--- src/rtl/cpu_state_dump.sv ---
// cpu_state_dump: hardware readout of the CPU run state.
// On start it captures the run counters and the PC, then streams the counters,
// the 32 architectural registers and the low data-memory words as 32-bit words
// over a valid/ready interface. It also owns the cycle/stall/flush counters.
module cpu_state_dump #(
  parameter int MEM_WORDS = 8
) (
  input  logic        clk_i,
  input  logic        rst_i,
  input  logic        start_i,
  input  logic [31:0] pc_i,
  input  logic        stall_i,
  input  logic        flush_i,
  output logic [4:0]  reg_addr_o,
  input  logic [31:0] reg_data_i,
  output logic [31:0] mem_addr_o,
  input  logic [31:0] mem_data_i,
  output logic        dump_valid_o,
  input  logic        dump_ready_i,
  output logic [31:0] dump_data_o,
  output logic        dump_last_o,
  output logic        busy_o,
  output logic        done_o
);

  // Word layout: 4 header words, 32 registers, then MEM_WORDS memory words.
  localparam int NWORDS = 36 + MEM_WORDS;
  localparam int IDX_W  = $clog2(NWORDS + 1);
  localparam logic [IDX_W-1:0] IDX_REG0 = IDX_W'(4);
  localparam logic [IDX_W-1:0] IDX_MEM0 = IDX_W'(36);
  localparam logic [IDX_W-1:0] IDX_LAST = IDX_W'(NWORDS - 1);

  typedef enum logic [1:0] {
    ST_IDLE = 2'd0,
    ST_SEND = 2'd1,
    ST_DONE = 2'd2
  } state_t;

  state_t            state_r;
  state_t            state_nxt_s;

  logic [31:0]       cycle_r;
  logic [31:0]       stall_r;
  logic [31:0]       flush_r;
  logic [31:0]       snap_pc_r;
  logic [31:0]       snap_stall_r;
  logic [31:0]       snap_flush_r;

  // Index of the word currently held in the output register.
  logic [IDX_W-1:0]  widx_r;
  logic [31:0]       data_r;
  logic              valid_r;
  logic              last_r;
  logic              busy_r;
  logic              done_r;

  logic              accept_s;
  logic [IDX_W-1:0]  nidx_s;
  logic [31:0]       word_s;
  logic [4:0]        reg_addr_s;
  logic [31:0]       mem_addr_s;
  logic [IDX_W-1:0]  widx_nxt_s;
  logic [31:0]       data_nxt_s;
  logic              valid_nxt_s;
  logic              last_nxt_s;
  logic              done_nxt_s;
  logic              snap_en_s;

  assign accept_s = valid_r & dump_ready_i;

  // Index of the next word to load: word 0 from IDLE, otherwise the successor.
  always_comb begin
    nidx_s = '0;
    if (state_r == ST_IDLE) begin
      nidx_s = '0;
    end else begin
      nidx_s = widx_r + IDX_W'(1);
    end
  end

  // Register-file / memory read addresses for the next word; 0 when unused.
  always_comb begin
    reg_addr_s = 5'd0;
    mem_addr_s = 32'd0;
    if ((state_r == ST_SEND) && (nidx_s >= IDX_REG0) && (nidx_s < IDX_MEM0)) begin
      reg_addr_s = 5'(nidx_s - IDX_REG0);
    end else if ((state_r == ST_SEND) && (nidx_s >= IDX_MEM0) && (nidx_s <= IDX_LAST)) begin
      mem_addr_s = 32'(nidx_s - IDX_MEM0) << 2;
    end else begin
      reg_addr_s = 5'd0;
      mem_addr_s = 32'd0;
    end
  end

  // Select the value of the next word. Word 0 is taken straight from the live
  // counter on the start edge, so the output register itself is its snapshot.
  always_comb begin
    word_s = 32'd0;
    case (nidx_s)
      IDX_W'(0): word_s = cycle_r;
      IDX_W'(1): word_s = snap_pc_r;
      IDX_W'(2): word_s = snap_stall_r;
      IDX_W'(3): word_s = snap_flush_r;
      default: begin
        if (nidx_s < IDX_MEM0) begin
          word_s = reg_data_i;
        end else begin
          word_s = mem_data_i;
        end
      end
    endcase
  end

  // Next-state and output-register update logic.
  always_comb begin
    state_nxt_s = state_r;
    widx_nxt_s  = widx_r;
    data_nxt_s  = data_r;
    valid_nxt_s = valid_r;
    last_nxt_s  = last_r;
    done_nxt_s  = 1'b0;
    snap_en_s   = 1'b0;
    case (state_r)
      ST_IDLE: begin
        if (start_i) begin
          state_nxt_s = ST_SEND;
          widx_nxt_s  = nidx_s;
          data_nxt_s  = word_s;
          valid_nxt_s = 1'b1;
          last_nxt_s  = (nidx_s == IDX_LAST);
          snap_en_s   = 1'b1;
        end else begin
          state_nxt_s = ST_IDLE;
        end
      end
      ST_SEND: begin
        if (accept_s && last_r) begin
          state_nxt_s = ST_DONE;
          valid_nxt_s = 1'b0;
          last_nxt_s  = 1'b0;
          done_nxt_s  = 1'b1;
        end else if (accept_s) begin
          widx_nxt_s  = nidx_s;
          data_nxt_s  = word_s;
          last_nxt_s  = (nidx_s == IDX_LAST);
        end else begin
          state_nxt_s = ST_SEND;
        end
      end
      ST_DONE: begin
        state_nxt_s = ST_IDLE;
      end
      default: begin
        state_nxt_s = ST_IDLE;
        valid_nxt_s = 1'b0;
        last_nxt_s  = 1'b0;
      end
    endcase
  end

  // State register and registered stream/status outputs.
  always_ff @(posedge clk_i) begin
    if (rst_i) begin
      state_r <= ST_IDLE;
      widx_r  <= '0;
      data_r  <= 32'd0;
      valid_r <= 1'b0;
      last_r  <= 1'b0;
      busy_r  <= 1'b0;
      done_r  <= 1'b0;
    end else begin
      state_r <= state_nxt_s;
      widx_r  <= widx_nxt_s;
      data_r  <= data_nxt_s;
      valid_r <= valid_nxt_s;
      last_r  <= last_nxt_s;
      busy_r  <= (state_nxt_s != ST_IDLE);
      done_r  <= done_nxt_s;
    end
  end

  // Free-running cycle counter plus saturating stall and flush counters.
  always_ff @(posedge clk_i) begin
    if (rst_i) begin
      cycle_r <= 32'd0;
      stall_r <= 32'd0;
      flush_r <= 32'd0;
    end else begin
      cycle_r <= cycle_r + 32'd1;
      if (stall_i && (stall_r != 32'hFFFF_FFFF)) begin
        stall_r <= stall_r + 32'd1;
      end
      if (flush_i && (flush_r != 32'hFFFF_FFFF)) begin
        flush_r <= flush_r + 32'd1;
      end
    end
  end

  // Header snapshot on the start edge; stall/flush of that edge are excluded.
  always_ff @(posedge clk_i) begin
    if (rst_i) begin
      snap_pc_r    <= 32'd0;
      snap_stall_r <= 32'd0;
      snap_flush_r <= 32'd0;
    end else if (snap_en_s) begin
      snap_pc_r    <= pc_i;
      snap_stall_r <= stall_r;
      snap_flush_r <= flush_r;
    end
  end

  assign reg_addr_o   = reg_addr_s;
  assign mem_addr_o   = mem_addr_s;
  assign dump_valid_o = valid_r;
  assign dump_data_o  = data_r;
  assign dump_last_o  = last_r;
  assign busy_o       = busy_r;
  assign done_o       = done_r;

endmodule

--- config.mk ---
export PLATFORM = sky130hd
export DESIGN_NAME = cpu_state_dump
export DESIGN_NICKNAME = d
export VERILOG_FILES = /design/src/rtl/cpu_state_dump.sv
export SDC_FILE = /design/constraint.sdc
export NUM_CORES = 1
export LEC_CHECK = 0
export BUFFER_PORTS_ARGS = -buffer_cell sky130_fd_sc_hd__clkbuf_2
export CAP_MARGIN = 20
export CORE_ASPECT_RATIO = 1.4
export CORE_UTILIZATION = 35
export DETAILED_ROUTE_END_ITERATION = 6
export MAX_ROUTING_LAYER = met4
export PLACE_DENSITY_LB_ADDON = 0.08
export SYNTH_ARGS = -nofsm -noshare
export SYNTH_HDL_FRONTEND = slang
export SYNTH_SLANG_ARGS = --single-unit
--- constraint.sdc ---
create_clock -name clk_i -period 5.27 [get_ports clk_i]
set_input_delay 1.054 -clock clk_i [delete_from_list [all_inputs] [get_ports clk_i]]
set_output_delay 1.054 -clock clk_i [all_outputs]
set_load 0.03 [all_outputs]
==> results by group, run 1 <==
Floorplanning
  – Core area: 30120 sq um
  – I/O pins: 175
  – Die Ht: 209.6 um
  – Starting Density: 0.3578
  – Row count: 75
  – Die area: 31510 sq um
  – Die boundary width: 150.3 um

GRT
  – Vias in the first global route: 9169
  – Total track usage: 0.2076
  – Global-route wire length before repair: 50140 um
  – Grt total ovfl: 0
  – Initial antenna violation count: 0
  – Largest net degree at the start of global routing: 104

Outcome
  – Status: finished, final reports clean

Clock network
  – Post-CTS resize count: 0
  – CTS tree: built
  – Skew-Pair Late Insertion Delay: 0.55 ns
  – Cts bufs inserted: 26
  – CTS sink count: 236
  – Setup Buffers After CTS: 0
  – Clock Tree Buf Depth: 3
  – Clock transition at path regs: 0.06 ns
  – CTS root buffer: clkbuf_16
  – CTS H-tree depth: 1
  – # hold bufs at CTS: 0

Setup path
  – Setup Crit Path Kind: reg -> out
  – CP Data Arrival Time: 3.78 ns
  – Startpoint types: flop
  – CP required: 4.22 ns
  – Setup crit end kind: primary output
  – CP Max Fanout: 34

Logic synthesis
  – Warnings from Yosys: 0
  – Seq/Total Area, Yosys: 0.4383
  – Asr flop ratio synth: 0
  – Cell count after synthesis: 1302
  – Synth cell types: 62
  – Post-synth EDFFs: 0
  – FF+latch count, synth: 236
  – Syn avg cell area: 8.279 sq um
  – Primary FF master, synth: dfxtp_1
  – Cell Area, Synth: 10780 sq um

STA
  – Slew headroom: 0.3532
  – Final period demand of the worst path: 4.836 ns
  – Worst clock skew: 0.02720 ns
  – Max Freq: 206.8 MHz
  – Final hold vios: 0
  – Setup TNS: 0 ns
  – Slew Limit Fails: 0
  – Final setup fails: 0
  – RSZ-0062 raised after global routing: no
  – Ratio of final minimum period to clock period: 0.9177
  – Worst Tran Pin Value: 0.9621 ns

Layout
  – Commonest non-fill, non-tap cells in the layout: nand2_1, dfxtp_1, clkbuf_2
  – Synthesis-to-layout area growth: 18.05%
  – Diodes inserted: 0
  – Commonest non-fill, non-tap cell in the layout: nand2_1
  – Nets@finish: 1517
  – Share of cells above drive strength 1: 0.1802
  – Number of fill cells in the layout: 3107

Pwr
  – VDD IR max: 0.1941 mV
  – Cell area power density: 325.0 nW/um^2
  – P_leak: 4.993 nW
  – Design Power: 4.136 mW

Routing
  – DR WL met2: 15860 um
  – Total number of vias: 9534
  – Antenna-violating nets left: 0
  – Wire per inst: 17.55 um
  – 1st-pass router iterations: 7
  – Vias/cell: 5.264
  – Detailed Route WL: 31790 um
  – DRC: 0
  – Top routing layer used: met4
  – Iteration-0 DRC Markers: 606
  – WL met3: 1365 um
  – WL met1: 13900 um

Placement
  – GP Congestion: 0.7954
  – Detailed Place HPWL: 21900 um
  – Buffers on Ports: 171

Min path
  – Hold WC Path Type: reg -> reg

Job
  – Max Cap Viol: 0
==> where the power goes <==
part | internal, mW | switching (mW)
registers | 1.81 | 0.0231
clock network | 1.29 | 0.766
logic | 0.0744 | 0.175
==> critical path, cell delays in order (launching register included) <==
cell      delay [ns]
dfxtp_1         0.61
ha_1            0.26
and3_2          0.22
mux2i_1         0.51
or3b_1          0.24
nor2b_2         0.14
buf_4           0.35
nand3_1         0.27
nor2_1          0.17
buf_4           0.23
clkbuf_2        0.24
==> sequential cells by signal, summed over array words and instances, names as in the netlist <==
name          flops
snap_flush_r     32
flush_r          32
snap_pc_r        32
stall_r          32
dump_data_o      32
done_o            1
widx_r            6
state_r           2
dump_last_o       1
dump_valid_o      1
busy_o            1
snap_stall_r     32
cycle_r          32
==> synthesized netlist by cell type, types with 8 or more instances <==
master	n	area, sq um
nand2_1	241	904.6
a211o_1	31	271.5
nor3_1	19	95.09
dfxtp_1	236	4725
nand4_1	30	187.7
and3_1	13	81.33
a222oi_1	31	310.3
nor2_1	140	525.5
a22o_1	63	551.8
xor2_1	44	385.4
buf_1	8	30.03
a21oi_1	118	590.6
clkbuf_1	64	240.2
xnor2_1	32	280.3
nand3_1	41	205.2
inv_1	21	78.83
buf_2	10	50.05
ha_1	9	112.6
and4_1	8	70.07
buf_4	26	195.2
o21ai_0	21	105.1
nor2b_1	10	62.56
or3_1	13	81.33
==> final timing paths <==
path               startpoint  cells after the start          endpoint  slack (ns)
min reg2reg  snap_flush_r[20]                      2  snap_flush_r[20]        0.45
max                 widx_r[0]                     10    mem_addr_o[22]        0.43
min          snap_flush_r[20]                      2  snap_flush_r[20]        0.45
max reg2reg         widx_r[0]                     11   dump_data_o[16]        1.97
==> cell families after synthesis <==
family,count (synthesis),share of synthesized area
buffers and inverters,134,0.05966
muxes,11,0.01068
AOI/OAI and AO/OA,284,0.1857
and+or+nand+nor,551,0.2331
xor gates and xnor gates,76,0.06175
other,1,0.0003479
DFF,236,0.4383
adders and majority gates,9,0.01045
==> area by class of cell <==
type / count / area (sq um) / area share
Clock buffer: 37 / 752.0 / 0.05910
Clock inverter: 11 / 216.5 / 0.01701
Multi-Input combinational cell: 934 / 5480 / 0.4307
Inverter: 22 / 82.58 / 0.006490
Timing Repair Buffer: 186 / 987.2 / 0.07758
Sequential cell: 236 / 4725 / 0.3713
Tap cell: 385 / 481.7 / 0.03786
==> per-layer routing <==
metal,GRT usage,vias up
li1,-,4747
met1,0.2600,4546
met2,0.3518,205
met3,0.02087,36
met4,0.05677,0
met5,-,-
==> per-stage QoR <==
step	setup slack (ns)	hold WS [ns]	cell area (sq um)	util	cells
2_1_floorplan	0.9057	0.4297	10790	-	1304
3_3_place_gp	1.051	0.4412	11740	0.3896	1762
3_5_place_dp	0.9640	0.4459	11740	0.3896	1762
4_1_cts	0.3724	0.4549	12700	0.4218	1810
5_1_grt	0.1081	0.4734	12720	0.4224	1811
6_report	0.4338	0.4530	12720	0.4224	1811
(Power assumes the default switching activity.)
==> inputs of run 2 (changes only) <==
- CAP_MARGIN: 20 -> 10
- clock period: 5.27 -> 5.6 ns (I/O delays scaled with it)
==> results by group, run 2 (same netlist as run 1, synthesis figures left out) <==
Floorplanning
  – Die Ht: 209.6 um
  – I/O pins: 175
  – Die area: 31510 sq um
  – Die boundary width: 150.3 um
  – Core area: 30120 sq um
  – Starting Density: 0.3578
  – Row count: 75

Placement
  – Buffers on Ports: 171
  – Placed cell count: 1762
  – GP Congestion: 0.8048
  – Placed cell area: 11740 sq um
  – Detailed Place HPWL: 21850 um

Pwr
  – Sw frac: 0.2396
  – VDD IR max: 0.2091 mV
  – Cell Int Power: 2.820 mW
  – P_leak: 4.935 nW
  – Comb pwr share: 0.063
  – Cell area power density: 294.1 nW/um^2
  – Share of power burned in registers: 0.466
  – Clock network fraction of design power: 0.471
  – Psw: 0.8888 mW

Job
  – Max Cap Viol: 0

Clock network
  – CTS tree: built
  – CTS root buffer: clkbuf_16
  – Clock transition at path regs: 0.06 ns
  – Post-CTS resize count: 0
  – Setup Buffers After CTS: 0
  – Cts bufs inserted: 26
  – # hold bufs at CTS: 0
  – CTS H-tree depth: 1
  – Clock Tree Buf Depth: 3
  – CTS sink count: 236
  – Skew-Pair Late Insertion Delay: 0.53 ns

Layout
  – Finished Layout Cells: 1809
  – Diodes inserted: 0
  – Commonest non-fill, non-tap cells in the layout: nand2_1, dfxtp_1, clkbuf_2
  – Synthesis-to-layout area growth: 16.98%
  – Commonest non-fill, non-tap cell in the layout: nand2_1
  – Design area: 12610 sq um
  – Nets@finish: 1516
  – Final Util: 0.4186
  – Share of cells above drive strength 1: 0.1777

GRT
  – Grt total ovfl: 0
  – Global-route wire length before repair: 50300 um
  – Largest net degree at the start of global routing: 104
  – Initial antenna violation count: 0
  – Vias in the first global route: 9241
  – Total track usage: 0.2080

STA
  – Final setup fails: 0
  – Max Freq: 203.9 MHz
  – Final period demand of the worst path: 4.904 ns
  – Worst clock skew: 0.01293 ns
  – Worst Tran Pin Value: 1.037 ns
  – Final hold vios: 0
  – RSZ-0062 raised after global routing: no
  – Slew Limit Fails: 0
  – Setup TNS: 0 ns
  – Ratio of final minimum period to clock period: 0.8758
  – Slew headroom: 0.2936

Setup path
  – Startpoint types: flop
  – CP Max Fanout: 34
  – Setup Crit Path Kind: reg -> out
  – CP required: 4.48 ns
  – Setup crit end kind: primary output
  – CP Data Arrival Time: 3.78 ns

Routing
  – 1st-pass router iterations: 6
  – Iteration-0 DRC Markers: 562
  – Wire per inst: 17.56 um
  – Antenna-violating nets left: 0
  – Detailed Route WL: 31760 um
  – DRC: 0
  – Vias/cell: 5.266
  – Total number of vias: 9527

Outcome
  – Status: finished, final reports clean

Min path
  – Hold WC Path Type: reg -> reg
## run 2: cell type report
cell class | instances | area [sq um]
Clock buffer | 43 | 825.8
Clock inverter | 4 | 47.55
Fill cell | 3130 | 17510
Inverter | 22 | 82.58
Multi-Input combinational cell | 934 | 5480
Sequential cell | 236 | 4725
Tap cell | 385 | 481.7
Timing Repair Buffer | 185 | 967.2
## run 2: routing by layer
metal / share of wire / GRT usage / vias up
met3: 0.042 / 0.02348 / 44
li1: - / - / 4751
met2: 0.49 / 0.3485 / 197
met5: 0 / - / -
met1: 0.44 / 0.2620 / 4535
met4: 0.022 / 0.05747 / 0
## run 2: final timing paths
check             startpoint         endpoint  slack [ns]  cells after the start
max                widx_r[0]   mem_addr_o[22]        0.70                     10
min          snap_stall_r[1]  snap_stall_r[1]        0.45                      2
max reg2reg        widx_r[0]  dump_data_o[16]        2.25                     11
min reg2reg  snap_stall_r[1]  snap_stall_r[1]        0.45                      2
## run 2: metrics by stage
step | total power, mW | hold WS, ns | setup WS [ns]
after floorplan | 1.901 | 0.4297 | 1.170
after global placement | 2.002 | 0.4420 | 1.312
after detailed placement | 2.003 | 0.4468 | 1.215
after CTS | 3.759 | 0.4552 | 0.6359
after global routing | 3.858 | 0.4698 | 0.3702
final | 3.709 | 0.4538 | 0.6958
## run 2: power groups by stage
| stage | clock [mW] | sequential (mW) | combinational [mW] |
|---|---|---|---|
| 3_3_place_gp | 0 | 1.76 | 0.238 |
| 4_1_cts | 1.79 | 1.73 | 0.239 |
| 3_5_place_dp | 0 | 1.76 | 0.239 |
| 6_report | 1.75 | 1.73 | 0.234 |
| 2_1_floorplan | 0 | 1.76 | 0.137 |
| 5_1_grt | 1.87 | 1.73 | 0.261 |
## run 2: critical path, cell delays in order (launching register included)
cell and delay (ns):
dfxtp_1 0.62, ha_1 0.26, and3_2 0.22, mux2i_1 0.50, or3b_1 0.25, nor2b_2 0.15
buf_4 0.35, nand3_1 0.26, nor2_1 0.18, buf_4 0.24, clkbuf_2 0.24
==> inputs of run 3 (changes only) <==
--- a/config.mk
+++ b/config.mk
@@ -13,4 +13,6 @@
 export MAX_ROUTING_LAYER = met4
 export PLACE_DENSITY_LB_ADDON = 0.08
+export SETUP_SLACK_MARGIN = 0.3
+export SLEW_MARGIN = 15
 export SYNTH_ARGS = -nofsm -noshare
 export SYNTH_HDL_FRONTEND = slang
==> constraint.sdc (replaced) <==
create_clock -name clk_i -period 5.6 [get_ports clk_i]
set_input_delay 1.12 -clock clk_i [delete_from_list [all_inputs] [get_ports clk_i]]
set_output_delay 1.12 -clock clk_i [all_outputs]
set_load 0.1 [all_outputs]
==> results by group, run 3 (same netlist as run 1, synthesis figures left out) <==
STA
  – Final setup fails: 0
  – Ratio of final minimum period to clock period: 0.8841
  – Slew headroom: 0.2909
  – Max Freq: 202.0 MHz
  – Slew Limit Fails: 0
  – RSZ-0062 raised after global routing: no
  – Worst Tran Pin Value: 1.041 ns
  – Final hold vios: 0
  – Worst clock skew: 0.01460 ns
  – Final period demand of the worst path: 4.951 ns
  – Setup TNS: 0 ns

Floorplanning
  – Starting Density: 0.3578
  – Die boundary width: 150.3 um
  – I/O pins: 175
  – Die Ht: 209.6 um
  – Core area: 30120 sq um
  – Die area: 31510 sq um
  – Row count: 75

Setup path
  – Worst path buffer plus inverter count: 2
  – Reg-to-Reg Start: widx_r[0]
  – CP Data Arrival Time: 3.83 ns
  – R2r worst-path depth: 11
  – Crit path launch: widx_r[0]
  – Reg2reg setup slack: 2.28 ns
  – CP required: 4.48 ns
  – Delay-heaviest family, CP: simple AND/OR/NAND/NOR gates
  – Setup crit end kind: primary output
  – Startpoint types: flop
  – CP Max Fanout: 33
  – Setup Crit Path Kind: reg -> out
  – Worst setup endpoint: reg_addr_o[0]
  – Critical path's largest stage delay: 0.63 ns
  – R2r endpoint: dump_data_o[10]
  – Cells along the critical path: ha_1, and3_2, mux2i_1, or3b_1, nor2b_2, buf_4, or3_1, nor3_2, clkbuf_2
  – Cell depth of the worst setup path: 9
  – Crit path max-delay cell type: dfxtp_1

Outcome
  – Status: finished, final reports clean

Routing
  – Total number of vias: 9534
  – Iteration-0 DRC Markers: 484
  – Antenna-violating nets left: 0
  – Wire per inst: 17.64 um
  – 1st-pass router iterations: 6
  – DRC: 0
  – Vias/cell: 5.267
  – Detailed Route WL: 31930 um

Clock network
  – # hold bufs at CTS: 0
  – Skew-Pair Late Insertion Delay: 0.54 ns
  – Post-CTS resize count: 0
  – Clock transition at path regs: 0.06 ns
  – Clock Tree Buf Depth: 3
  – Setup Buffers After CTS: 0
  – CTS H-tree depth: 1
  – CTS tree: built
  – CTS sink count: 236
  – Cts bufs inserted: 27
  – CTS root buffer: clkbuf_16

Job
  – Max Cap Viol: 0

Layout
  – Commonest non-fill, non-tap cell in the layout: nand2_1
  – Synthesis-to-layout area growth: 17.68%
  – Number of fill cells in the layout: 3067
  – Share of cells above drive strength 1: 0.1789
  – Nets@finish: 1516
  – Commonest non-fill, non-tap cells in the layout: nand2_1, dfxtp_1, clkbuf_2
  – Design area: 12680 sq um
  – Diodes inserted: 0

GRT
  – Vias in the first global route: 9173
  – Grt total ovfl: 0
  – Global-route wire length before repair: 50450 um
  – Largest net degree at the start of global routing: 81
  – Initial antenna violation count: 0
  – Total track usage: 0.2083

Min path
  – Hold WC Path Type: reg -> reg

Placement
  – GP Congestion: 0.8282
  – Placed cell area: 11730 sq um
  – Detailed Place HPWL: 21920 um
  – Buffers on Ports: 171

Pwr
  – P_leak: 4.968 nW
  – Cell area power density: 306.2 nW/um^2
  – VDD IR max: 0.2161 mV
[run 3: cell count changes in the layout (fill, tap and decap cells not counted), sizes merged]
cell / before / now
bufinv: 1 / 4
clkinvlp: 1 / 0
buf: 15 / 14
clkbuf: 213 / 211
inv: 22 / 24
[run 3: power by group]
group / internal [mW] / switching [mW] / total (mW)
logic: 0.0698 / 0.197 / 0.267
registers: 1.71 / 0.0219 / 1.73
clock network: 1.17 / 0.725 / 1.89
[run 3: worst min path at each step]
stage,from,endpoint,slack (ns),depth (start not counted)
5_1_grt,snap_pc_r[26],snap_pc_r[26],0.47,2
2_1_floorplan,cycle_r[0],cycle_r[0],0.43,1
6_report,snap_stall_r[21],snap_stall_r[21],0.45,2
3_5_place_dp,snap_flush_r[10],snap_flush_r[10],0.45,2
4_1_cts,snap_flush_r[6],snap_flush_r[6],0.45,2
3_3_place_gp,snap_flush_r[9],snap_flush_r[9],0.44,2
[run 3: area by class of cell]
type,instances,area (sq um),area share
Clock inverter,8,150.1,0.01184
Clock buffer,41,798.3,0.06293
Timing Repair Buffer,184,959.7,0.07566
Inverter,22,82.58,0.006510
Multi-Input combinational cell,934,5488,0.4326
Sequential cell,236,4725,0.3725
Tap cell,385,481.7,0.03798
[run 3: stage by stage]
step | setup WS [ns] | total power, mW | utilization | hold WS (ns) | std cells
after floorplan | 0.5779 | 1.933 | - | 0.4297 | 1304
after global placement | 1.193 | 2.034 | 0.3895 | 0.4419 | 1761
after detailed placement | 1.089 | 2.035 | 0.3895 | 0.4468 | 1761
after CTS | 0.4977 | 3.933 | 0.4209 | 0.4547 | 1810
after global routing | 0.4118 | 4.029 | 0.4211 | 0.4709 | 1810
final | 0.6493 | 3.884 | 0.4211 | 0.4531 | 1810
[run 3: layer usage]
metal	wire, um	up-vias	part of all wire	global-route usage
met1	14150	4556	0.44	0.2593
met2	15890	181	0.50	0.3525
met3	1101	48	0.034	0.02217
li1	-	4749	-	-
met4	784	0	0.025	0.06026
met5	0	-	0	-
[run 3: worst reg2reg max path: cells and delay by family, from the launching register on]
| kind | cells | cell delay [ns] |
|---|---|---|
| flops | 1 | 0.63 |
| fa+ha+maj | 1 | 0.23 |
| buf+inv | 2 | 0.40 |
| compound gates | 2 | 0.90 |
| simple gates | 5 | 0.82 |
| xor+xnor | 1 | 0.24 |
